===== src/rtl/multicycle_control_unit.sv =====
// Multi-cycle sequencer for the BBTron Enhanced CPU: steps each instruction through
// fetch/decode/execute/memory/writeback and drives the datapath strobes per state.
module multicycle_control_unit #(
  parameter int MEM_TIMEOUT = 8
) (
  input  logic       clock,
  input  logic       reset,
  input  logic [5:0] opcode,
  input  logic       zero,
  input  logic       mem_ready,
  input  logic       in_confirm,
  output logic       pc_write,
  output logic       ir_write,
  output logic       reg_write,
  output logic       reg_dest,
  output logic       memto_reg,
  output logic       alu_src,
  output logic [3:0] alu_op,
  output logic       mem_read,
  output logic       mem_write,
  output logic       branch,
  output logic       jump,
  output logic       in_signal,
  output logic       halted,
  output logic       mem_error,
  output logic [2:0] state
);

  localparam int CW = $clog2(MEM_TIMEOUT) + 1;
  localparam logic [CW-1:0] LAST_WAIT = CW'(MEM_TIMEOUT - 1);

  localparam logic [5:0] OP_R    = 6'b000000;
  localparam logic [5:0] OP_ADDI = 6'b000001;
  localparam logic [5:0] OP_LW   = 6'b000010;
  localparam logic [5:0] OP_SW   = 6'b000011;
  localparam logic [5:0] OP_BEQ  = 6'b000100;
  localparam logic [5:0] OP_J    = 6'b000101;
  localparam logic [5:0] OP_IN   = 6'b000110;
  localparam logic [5:0] OP_HLT  = 6'b111111;

  typedef enum logic [2:0] {
    S_FETCH   = 3'd0,
    S_DECODE  = 3'd1,
    S_EXEC    = 3'd2,
    S_MEM     = 3'd3,
    S_WB      = 3'd4,
    S_IN_WAIT = 3'd5,
    S_HALT    = 3'd6
  } state_t;

  state_t        state_q, state_d;
  logic [CW-1:0] wait_q;
  logic          err_q, err_set;

  // The wait counter only runs inside MEM, so it is naturally zero on every MEM entry.
  always_ff @(posedge clock) begin
    if (reset) begin
      state_q <= S_FETCH;
      wait_q  <= '0;
      err_q   <= 1'b0;
    end else begin
      state_q <= state_d;
      if (state_q != S_MEM)
        wait_q <= '0;
      else if (!mem_ready && wait_q != LAST_WAIT)
        wait_q <= wait_q + CW'(1);
      if (err_set)
        err_q <= 1'b1;
    end
  end

  always_comb begin
    state_d   = state_q;
    err_set   = 1'b0;
    pc_write  = 1'b0;
    ir_write  = 1'b0;
    reg_write = 1'b0;
    reg_dest  = 1'b0;
    memto_reg = 1'b0;
    alu_src   = 1'b0;
    alu_op    = 4'b0000;
    mem_read  = 1'b0;
    mem_write = 1'b0;
    branch    = 1'b0;
    jump      = 1'b0;
    in_signal = 1'b0;
    halted    = 1'b0;
    case (state_q)
      S_FETCH: begin
        ir_write = 1'b1;
        pc_write = 1'b1;
        state_d  = S_DECODE;
      end
      S_DECODE: begin
        case (opcode)
          OP_J: begin
            jump     = 1'b1;
            pc_write = 1'b1;
            state_d  = S_FETCH;
          end
          OP_HLT:                              state_d = S_HALT;
          OP_IN:                               state_d = S_IN_WAIT;
          OP_R, OP_ADDI, OP_LW, OP_SW, OP_BEQ: state_d = S_EXEC;
          default:                             state_d = S_FETCH;
        endcase
      end
      S_EXEC: begin
        case (opcode)
          OP_R: begin
            alu_op  = 4'b1111;
            state_d = S_WB;
          end
          OP_ADDI: begin
            alu_src = 1'b1;
            state_d = S_WB;
          end
          OP_LW, OP_SW: begin
            alu_src = 1'b1;
            state_d = S_MEM;
          end
          OP_BEQ: begin
            alu_op   = 4'b0001;
            branch   = 1'b1;
            pc_write = zero;
            state_d  = S_FETCH;
          end
          default: state_d = S_FETCH;
        endcase
      end
      S_MEM: begin
        mem_read  = (opcode == OP_LW);
        mem_write = (opcode == OP_SW);
        if (mem_ready) begin
          state_d = (opcode == OP_LW) ? S_WB : S_FETCH;
        end else if (wait_q == LAST_WAIT) begin
          state_d = S_HALT;
          err_set = 1'b1;
        end
      end
      S_WB: begin
        case (opcode)
          OP_R: begin
            reg_write = 1'b1;
            reg_dest  = 1'b1;
          end
          OP_ADDI: reg_write = 1'b1;
          OP_LW: begin
            reg_write = 1'b1;
            memto_reg = 1'b1;
          end
          default: ;
        endcase
        state_d = S_FETCH;
      end
      S_IN_WAIT: begin
        in_signal = 1'b1;
        alu_src   = 1'b1;
        reg_write = in_confirm;
        if (in_confirm)
          state_d = S_FETCH;
      end
      S_HALT: halted = 1'b1;
      default: state_d = S_FETCH;
    endcase
    // Everything visible is held quiet while reset is asserted.
    if (reset) begin
      pc_write  = 1'b0;
      ir_write  = 1'b0;
      reg_write = 1'b0;
      reg_dest  = 1'b0;
      memto_reg = 1'b0;
      alu_src   = 1'b0;
      alu_op    = 4'b0000;
      mem_read  = 1'b0;
      mem_write = 1'b0;
      branch    = 1'b0;
      jump      = 1'b0;
      in_signal = 1'b0;
      halted    = 1'b0;
    end
  end

  assign state     = reset ? 3'd0 : state_q;
  assign mem_error = err_q & ~reset;

endmodule


===== config.mk =====
export PLATFORM = sky130hd
export DESIGN_NAME = multicycle_control_unit
export DESIGN_NICKNAME = d
export VERILOG_FILES = /design/src/rtl/multicycle_control_unit.sv
export SDC_FILE = /design/constraint.sdc
export NUM_CORES = 1
export LEC_CHECK = 0
export CAP_MARGIN = 20
export CORE_MARGIN = 2
export CORE_UTILIZATION = 41
export CTS_CLUSTER_DIAMETER = 120
export DETAILED_ROUTE_END_ITERATION = 16
export HOLD_SLACK_MARGIN = 0.02
export PLACE_DENSITY = 0.78
export RECOVER_POWER = 100
export SYNTH_ARGS = -nofsm -noshare
export SYNTH_HDL_FRONTEND = slang
export SYNTH_SLANG_ARGS = --single-unit

===== constraint.sdc =====
create_clock -name clock -period 2.43 [get_ports clock]
set_input_delay 0.486 -clock clock [delete_from_list [all_inputs] [get_ports clock]]
set_output_delay 0.486 -clock clock [all_outputs]
set_load 0.01 [all_outputs]

=== Yosys cells after proc, flatten, opt, wreduce, memory -nomap -nowiden ===
Cells that the tools add are included.

* Bits in registers: 8
* Input port bits: 11
* Output and inout bits: 20
* Logic and storage cells: 81

* Add/subtract/negate cells: 1
* Equal/unequal tests: 18
* Mux-type cells: 45
* Bitwise operators: 3
* Reduce and logical (&&, ||, !) cells: 11

{| class="wikitable"
|+ Operators by type and width
! kind !! count
|-
| 1-bit two-way mux || 31
|-
| 6-bit by 3-bit == test with 1-bit output, second input constant || 3
|-
| 3-bit one-hot mux with 6 select lines || 1
|-
| 3-bit two-way mux || 5
|-
| 6-bit by 2-bit == test with 1-bit output, second input constant || 2
|-
| 3-bit == test, second input constant || 3
|-
| 3-bit one-hot mux with 3 select lines || 1
|-
| 4-bit two-way mux || 2
|-
| 4-bit one-hot mux with 2 select lines || 1
|-
| 3-bit by 2-bit == test with 1-bit output, second input constant || 2
|-
| 6-bit by 1-bit == test with 1-bit output, second input constant || 1
|-
| 6-bit == test, second input constant || 1
|-
| 6-bit logical NOT || 1
|-
| 3-bit one-hot mux with 2 select lines || 1
|-
| 2-bit OR reduction || 3
|-
| 3-bit OR reduction || 2
|-
| 5-bit OR reduction || 1
|-
| 4-bit by 1-bit adder with 4-bit output, second input constant || 1
|-
| 4-bit by 3-bit == test with 1-bit output, second input constant || 1
|-
| 4-bit by 3-bit inequality test with 1-bit output, second input constant || 1
|-
| 1-bit one-hot mux with 2 select lines || 2
|-
| 3-bit by 1-bit == test with 1-bit output, second input constant || 1
|-
| 3-bit logical NOT || 1
|-
| 3-bit by 2-bit inequality test with 1-bit output, second input constant || 1
|-
| 8 further kinds || 9
|}

=== Depth between registers and ports, before layout ===
Gate-level depths: netlist of run 1.

* Depth in word-level cells: 5
* Depth in mapped cells: 6
* Mapped depth without buffers: 5

=== Worst setup path before layout of run 1 ===
Ideal clock, no wire load.

* Kind: input -> output
* From: in opcode[4]
* To: out pc_write
* Arrival time: 1894 ps
* Required time: 1944 ps
* Slack: 50 ps
* Stages on the path: 4
* Path buffers: 0
* Path through: or4b_4 -> or3b_1 -> a211o_1 -> a21oi_2

* Cells in the longest elaborated chain, start to end: 4
* Elaborated cells on any way between the ends: 6
* Those cells by class: eq/ne: 2; mux: 4

{| class="wikitable"
|+ Ends and longest elaborated chain
! what !! line !! source
|-
| start, declared || 8 || <nowiki>input logic [5:0] opcode,</nowiki>
|-
| 6-bit by 3-bit == test with 1-bit output, on equally long branches || 108, 95 ||
|-
| 1-bit two-way mux, on equally long branches || 108, 95 ||
|-
| 1-bit one-hot mux with 3 select lines * || 88 || <nowiki>case (state_q)</nowiki>
|-
| 1-bit two-way mux * || 166 || <nowiki>if (reset) begin</nowiki>
|-
| end, declared || 12 || <nowiki>output logic pc_write,</nowiki>
|}

Mark *: on every way between the ends. The rest lies on a longest branch, timed or not.

=== Worst setup path in the final report of run 1 ===
Same ends and word-level chain as after synthesis.

==> out/results.ini, run 1 <==
[synth]
synthXorXnorAreaFrac = 0.0123
yosysMostFrequentCell = nor2_1
synth_top_family_by_area = simple AND/OR/NAND/NOR gates
synth_enable_flop_cells = 0
synthTopCellsByArea = dfxtp_1, nor2_1, nor2b_1
synth_commonest_cells = nor2_1, nand2_1, dfxtp_1
syn_area_per_cell_um2 = 6.87
ys_seq_area_frac = 0.224
synth-compound-area-share = 0.222
synthAdderAreaFrac = 0.0175
synth_cell_types = 40
synth_nets = 116
yosys_warnings = 0
yosys.area_share.simple = 0.422
synth_area_um2 = 714
ys_seq_elements = 8
synth-async-reset-ratio = 0
synth_top_area_frac = 0.224
synth_ff_type = dfxtp_1
synth_mux_area_frac = 0.0140
yosys.area.top_type = dfxtp_1
synthCells = 104

[grt]
grt_max_degree = 17
grtUsageTotal = 0.242
use_met1 = 0.288
use_met2 = 0.428
grt-busiest-layer = met2
grt_use_met3 = 0.0357
grt_pass1_vias = 869
grt_overflow_total = 0
antenna_found_initial = 0
grt_pass1_wl_um = 3680

[die]
floorplan.initialDensity = 0.423
die_y_um = 45.7
dieWidth_um = 45.7
rows = 15
coreArea_mm2 = 0.00169
num_io_pins = 31
dieArea_mm2 = 0.00209

[clocking]
clock_latency_ps = 250
cts_tree = yes
clk_pin_slew_worst_paths_ps = 60
ctsHtreeMaxLevel = 1
ctsHoldBuffers = 0
cts_sinks = 8
cts_buffers = 3
clockBufferDepth = 2
root_buffer = clkbuf_4

[setup_path]
crit_required_ps = 1940
path_class = primary input to primary output
crit_arrival_ps = 2090
end_kind = primary output
worstSetupStartpointType = primary input
cp_max_fo = 2

[placed_design]
placed_cells = 164
dp_hpwl_um = 1780
gp_congestion = 0.929
place.port_buffers = 30

[route]
routed_wl_um = 2500
ant_nets = 0
wl_per_cell_um = 14.3
drt_iter0_drc = 22
routed_via_density = 5.66
drc = 0
first_pass_iters = 4
vias = 984

[power]
ir_drop_mv = 0.116
power_leakage_nw = 0.560
powerDensity_mw_per_mm2 = 278

[sta]
grt_setup_unrepaired = yes
hold_viol_final = 0
max-slew-margin-rel = 0.747
fin_ws_ps = -146
setup_viol = 5
holdWs_ps = 502
clock_skew_ps = 4.31
max_freq_mhz = 388
period_needed_ps = 2580
min_period_over_period = 1.06
tightest_slew_ps = 377
slew_viol_final = 0

[worst_hold_path]
hold_class = flop to flop

[status]
status = complete, but fails checks
violations = setup timing

[cells_and_area]
fin_cells = 174
syn2layout_area_growth_pct = 68.7
antenna_cells = 0
layout-drive-gt1-share = 0.318
layout.nets = 171

[run]
cap_viol_max_count = 0

[placed cells by master (no fill, tap or decap), types with 5 or more instances in the layout]
cell            n
buf_4          21
nor2_1         14
nand2_1         9
dfxtp_1         8
nor2b_1         7
a21oi_1         6
inv_1           5
o21ai_0         5
dlygate4sd3_1   5
clkbuf_2        5
buf_6           5
buf_2           5
[critical path: stages]
cell	delay, ps
buf_6	90
or4b_4	520
or3b_4	410
a211o_1	310
a21oi_2	130
buf_2	130
[layer usage]
layer | wire length [um] | part of all wire
met1 | 1040 | 0.42
met2 | 1290 | 0.52
met3 | 140 | 0.056
met5 | 0 | 0
met4 | 24 | 0.0096
[repair_timing]
action	4_1_cts	5_1_grt
gates resized for setup	44	27
endpoints found under the hold margin	0	0
endpoints found under the setup margin	15	14
buffers inserted	1	6
pin swaps	7	11
cloned	0	0
[final timing paths]
path | start | end | slack [ps] | depth (start not counted)
min | wait_q[1] | wait_q[1] | 500 | 2
max reg2reg | wait_q[0] | state_q[2] | 880 | 5
min reg2reg | wait_q[1] | wait_q[1] | 500 | 2
max | opcode[4] | pc_write | -150 | 6
[where the power goes]
group | total [mW] | internal [mW] | switching, mW
logic | 0.0993 | 0.0515 | 0.0477
registers | 0.134 | 0.133 | 0.00116
clock network | 0.102 | 0.0565 | 0.0451
total | 0.335 | 0.241 | 0.0940
[cells by family after synthesis]
kind of cell               after synthesis
AOI/OAI and AO/OA                       24
xor gates and xnor gates                 1
adders and majority gates                1
buffers and inverters                   14
DFF                                      8
muxes                                    1
and+or+nand+nor                         55
[area by class of cell]
cell class,count,area (um2)
fill,144,484
timing repair buffer,59,469
clock buffer,3,22.5
sequential,8,160
tap,17,21.3
inverter,5,18.8
multi-input combinational,82,513
[per-stage QoR]
step	power, mW	cell area (um2)	util	setup TNS, ps	setup slack (ps)
after floorplan	0.176	714	-	0	50.3
after global placement	0.230	1160	0.685	-8590	-871
after detailed placement	0.231	1160	0.685	-9020	-916
after CTS	0.334	1180	0.698	-685	-181
after global routing	0.353	1200	0.713	-706	-195
final	0.335	1200	0.713	-503	-146
[state kept, by name, summed over array words and instances (netlist names)]
register / count
err_q: 1
state_q: 3
wait_q: 4
No activity file was read; power rests on OpenSTA's default activity.
==> run 2, diff against run 1 <==
Settings changed: CELL_PAD_IN_SITES_DETAIL_PLACEMENT set to 0, CELL_PAD_IN_SITES_GLOBAL_PLACEMENT set to 2, CORE_UTILIZATION 41 to 21, GPL_TIMING_DRIVEN set to 0, PLACE_DENSITY 0.78 to not set, PLACE_DENSITY_LB_ADDON set to 0.1.
==> out/results.ini, run 2 (synthesis results as in run 1) <==
[die]
num_io_pins = 31
floorplan.initialDensity = 0.216
dieWidth_um = 62.3
dieArea_mm2 = 0.00388
rows = 21
die_y_um = 62.3
coreArea_mm2 = 0.00331

[setup_path]
crit_start = opcode[3]
cp_cell_sequence = buf_8, or4b_4, or3b_4, a211o_1, a21oi_2, buf_2
critPathSlowestCell = or4b_4
crit_arrival_ps = 2010
path_class = primary input to primary output
rr_startpoint = wait_q[0]
crit_required_ps = 1940
critical_path.max_stage_delay_ps = 540
cp_max_fo = 3
end_kind = primary output
worstSetupStartpointType = primary input
crit_family = simple AND/OR/NAND/NOR gates
cp_num_buf_inv = 2

[clocking]
root_buffer = clkbuf_4
ctsHoldBuffers = 0
cts_tree = yes
clk_pin_slew_worst_paths_ps = 50
cts_buffers = 3
ctsHtreeMaxLevel = 1
cts_sinks = 8
clock_latency_ps = 250
clockBufferDepth = 2

[placed_design]
gp_congestion = 0.727
place.port_buffers = 28
dp_hpwl_um = 1780

[grt]
grtUsageTotal = 0.128
antenna_found_initial = 0
grt_overflow_total = 0
grt_pass1_wl_um = 4060
use_met1 = 0.172
grt-busiest-layer = met2
grt_use_met3 = 0.0181
grt_pass1_vias = 856
use_met2 = 0.208
grt_max_degree = 11

[power]
powerDensity_mw_per_mm2 = 282
power_leakage_nw = 0.433
total_power_mw = 0.315
ir_drop_mv = 0.0741

[cells_and_area]
largest-register = wait_q
syn2layout_area_growth_pct = 56.6
antenna_cells = 0
largest_reg_flops = 4
final_cell_mix = nor2_1, buf_4, nand2_1
largestRegisters = wait_q (4), state_q (3), err_q (1)
layout-drive-gt1-share = 0.264
layout.nets = 154
final_common_cell = nor2_1

[run]
cap_viol_max_count = 0

[sta]
max_freq_mhz = 400
fin_ws_ps = -69.3
max-slew-margin-rel = 0.649
setup_viol = 1
period_needed_ps = 2500
clock_skew_ps = 0.372
holdWs_ps = 503
grt_setup_unrepaired = yes
slew_viol_final = 0
min_period_over_period = 1.03
hold_viol_final = 0
tightest_slew_ps = 526

[route]
routed_via_density = 4.78
drc = 0
routed_wl_um = 2400
first_pass_iters = 4
ant_nets = 0
drt_iter0_drc = 41
vias = 889
wl_per_cell_um = 12.9

[status]
status = complete, but fails checks
violations = setup timing

[worst_hold_path]
min_from = wait_q[1]
hold_class = flop to flop

## run 2: changes by cell type in the layout (fill, tap and decap cells not counted), sizes merged
cell           previous run  this run
buf                      31        17
clkdlybuf4s50             3         7
clkdlybuf4s25             0         3
dlygate4sd2               4         1
clkbuf                   13        11
clkdlybuf4s15             3         1
dlymetal6s2s              3         1
dlygate4sd3               5         4
## run 2: through the flow
| step | instances | util | setup WS (ps) | TNS, ps | instance area (um2) |
|---|---|---|---|---|---|
| after floorplan | 104 | - | 50.3 | 0 | 714 |
| after global placement | 178 | 0.318 | -1020 | -9300 | 1050 |
| after detailed placement | 178 | 0.318 | -1000 | -9090 | 1050 |
| after CTS | 186 | 0.345 | -79.3 | -117 | 1140 |
| after global routing | 186 | 0.338 | -103 | -127 | 1120 |
| final | 186 | 0.338 | -69.3 | -69.3 | 1120 |
## run 2: path summary, 6_finish.rpt
path                      to  slack, ps  depth (start not counted)
hold reg to reg    wait_q[1]        500                          2
setup reg to reg  state_q[2]        840                          5
setup / recovery    pc_write        -70                          6
hold / removal     wait_q[1]        500                          2
## run 2: layer usage
layer	share of wire	vias to the layer above
li1	-	447
met1	0.49	414
met2	0.47	24
met3	0.032	4
met4	0.016	0
met5	0	-
## run 2: final cells by class
type                            count  area (um2)
Clock buffer                        3        22.5
Timing Repair Buffer               35         290
Inverter                            5        18.8
Fill cell                         393        2190
Tap cell                           46        57.6
Multi-Input combinational cell     82         528
Sequential cell                     8         161
Buffer                              7        40.0
## run 2: worst min-delay path, cell delays in order, from the launching register on
cell     delay [ps]
dfxtp_1         320
o21ai_0          70
a21oi_1          60
## run 2: power by group
group,internal (mW),switching [mW]
clock,0.0563,0.0414
combinational,0.0373,0.0422
sequential,0.134,0.00457
## run 2: repair_timing
item / 4_1_cts / 5_1_grt
endpoints found under the setup margin: 14 / 12
setup buffers: 7 / 0
pin swaps: 7 / 1
gates resized for setup: 48 / 16
cloned: 0 / 0
==> run 3, diff against run 2 <==
Settings changed: CORE_MARGIN 2 to not set, PLACE_DENSITY set to 0.89, PLACE_DENSITY_LB_ADDON 0.1 to not set.
==> out/results.ini, run 3 (synthesis results as in run 1) <==
[cells_and_area]
final_cell_mix = nor2_1, buf_4, nand2_1
final_common_cell = nor2_1
largestRegisters = wait_q (4), state_q (3), err_q (1)
layout-drive-gt1-share = 0.257
antenna_cells = 0
fin_cells = 184
fin_util = 0.358
syn2layout_area_growth_pct = 56.7
layout.nets = 154
largest_reg_flops = 4
largest-register = wait_q

[clocking]
clockBufferDepth = 2
cts_tree = yes
clock_latency_ps = 260
ctsHtreeMaxLevel = 1
cts_sinks = 8
clk_pin_slew_worst_paths_ps = 50
cts_buffers = 3
root_buffer = clkbuf_4

[setup_path]
crit_arrival_ps = 2030
cp_max_fo = 4
critPathSlowestCell = or4b_4
rrSetupSlack_ps = 850
crit_required_ps = 1940
end_kind = primary output
worstSetupStartpointType = primary input
cp_cell_sequence = buf_8, or4b_4, or3b_4, a211o_1, a21oi_2, buf_2
critical_path.max_stage_delay_ps = 530
path_class = primary input to primary output

[die]
rows = 20
num_io_pins = 31
dieArea_mm2 = 0.00364
coreArea_mm2 = 0.00313
floorplan.initialDensity = 0.228
die_y_um = 60.3
dieWidth_um = 60.3

[route]
drt_iter0_drc = 27
routed_via_density = 4.82
routed_wl_um = 2200
first_pass_iters = 4
wl_per_cell_um = 11.9
vias = 887
drc = 0
ant_nets = 0

[grt]
grtUsageTotal = 0.128
grt_overflow_total = 0
grt_max_degree = 11
antenna_found_initial = 0
grt_pass1_vias = 781
grt_pass1_wl_um = 3510

[sta]
min_period_over_period = 1.03
slew_viol_final = 0
tightest_slew_ps = 557
hold_viol_final = 0
clock_skew_ps = 6.63
max_freq_mhz = 398
grt_setup_unrepaired = yes
max-slew-margin-rel = 0.629
setup_viol = 1
period_needed_ps = 2510
fin_ws_ps = -84.2

[power]
ir_drop_mv = 0.119
powerDensity_mw_per_mm2 = 289
power_leakage_nw = 0.449

[placed_design]
placed_cells = 176
place.port_buffers = 28
gp_congestion = 0.799
dp_hpwl_um = 1660

[worst_hold_path]
hold_class = flop to flop

[status]
status = complete, but fails checks
violations = setup timing

[run]
cap_viol_max_count = 0

run 3: area by class of cell:
class / instances / area [um2]
fillers: 351 / 2010
plain buffers: 7 / 36.3
repair buffers: 35 / 292
well taps: 44 / 55.1
multi-input cells: 82 / 534
inverters: 5 / 18.8
clock buffers: 3 / 22.5
flip-flops and latches: 8 / 161
run 3: worst paths after layout:
kind         startpoint  depth (start not counted)    endpoint
min reg2reg   wait_q[1]                          2   wait_q[1]
min           wait_q[1]                          2   wait_q[1]
max           opcode[3]                          6    pc_write
max reg2reg   wait_q[0]                          5  state_q[2]
run 3: critical path: cells and delay by family:
| kind | cells | cell delay [ps] |
|---|---|---|
| AND/OR/NAND/NOR | 2 | 920 |
| buffers and inverters | 2 | 230 |
| AO/OA/AOI/OAI | 2 | 380 |
run 3: per-layer routing:
metal,share of wire,wire [um],GRT usage
met4,0.011,24,0.0399
met5,0,0,0
met1,0.47,1040,0.163
met3,0.086,189,0.0260
met2,0.43,945,0.215
run 3: repair_timing:
action,CTS,global route
pin swaps,7,1
setup buffers,7,0
hold buffers,0,0
hold endpoints to repair,0,0
endpoints found under the setup margin,14,9
gates resized for setup,51,14
run 3: through the flow:
| stage | TNS, ps | total power [mW] | hold slack, ps | instance area, um2 | setup WS, ps |
|---|---|---|---|---|---|
| finish | -84.2 | 0.324 | 492 | 1120 | -84.2 |
| global route | -236 | 0.341 | 527 | 1120 | -147 |
| CTS | -98.3 | 0.324 | 495 | 1130 | -81.2 |
| detailed placement | -9300 | 0.213 | 488 | 1050 | -990 |
| global placement | -9000 | 0.212 | 483 | 1050 | -994 |
| floorplan | 0 | 0.176 | 471 | 714 | 50.3 |
run 3: power by group:
part / leakage (nW) / switching, mW / total [mW] / internal (mW)
Combinational: 0.370 / 0.0420 / 0.0795 / 0.0375
Sequential: 0.0649 / 0.00475 / 0.138 / 0.134
Clock: 0.0138 / 0.0494 / 0.106 / 0.0568
Total: 0.449 / 0.0961 / 0.324 / 0.228
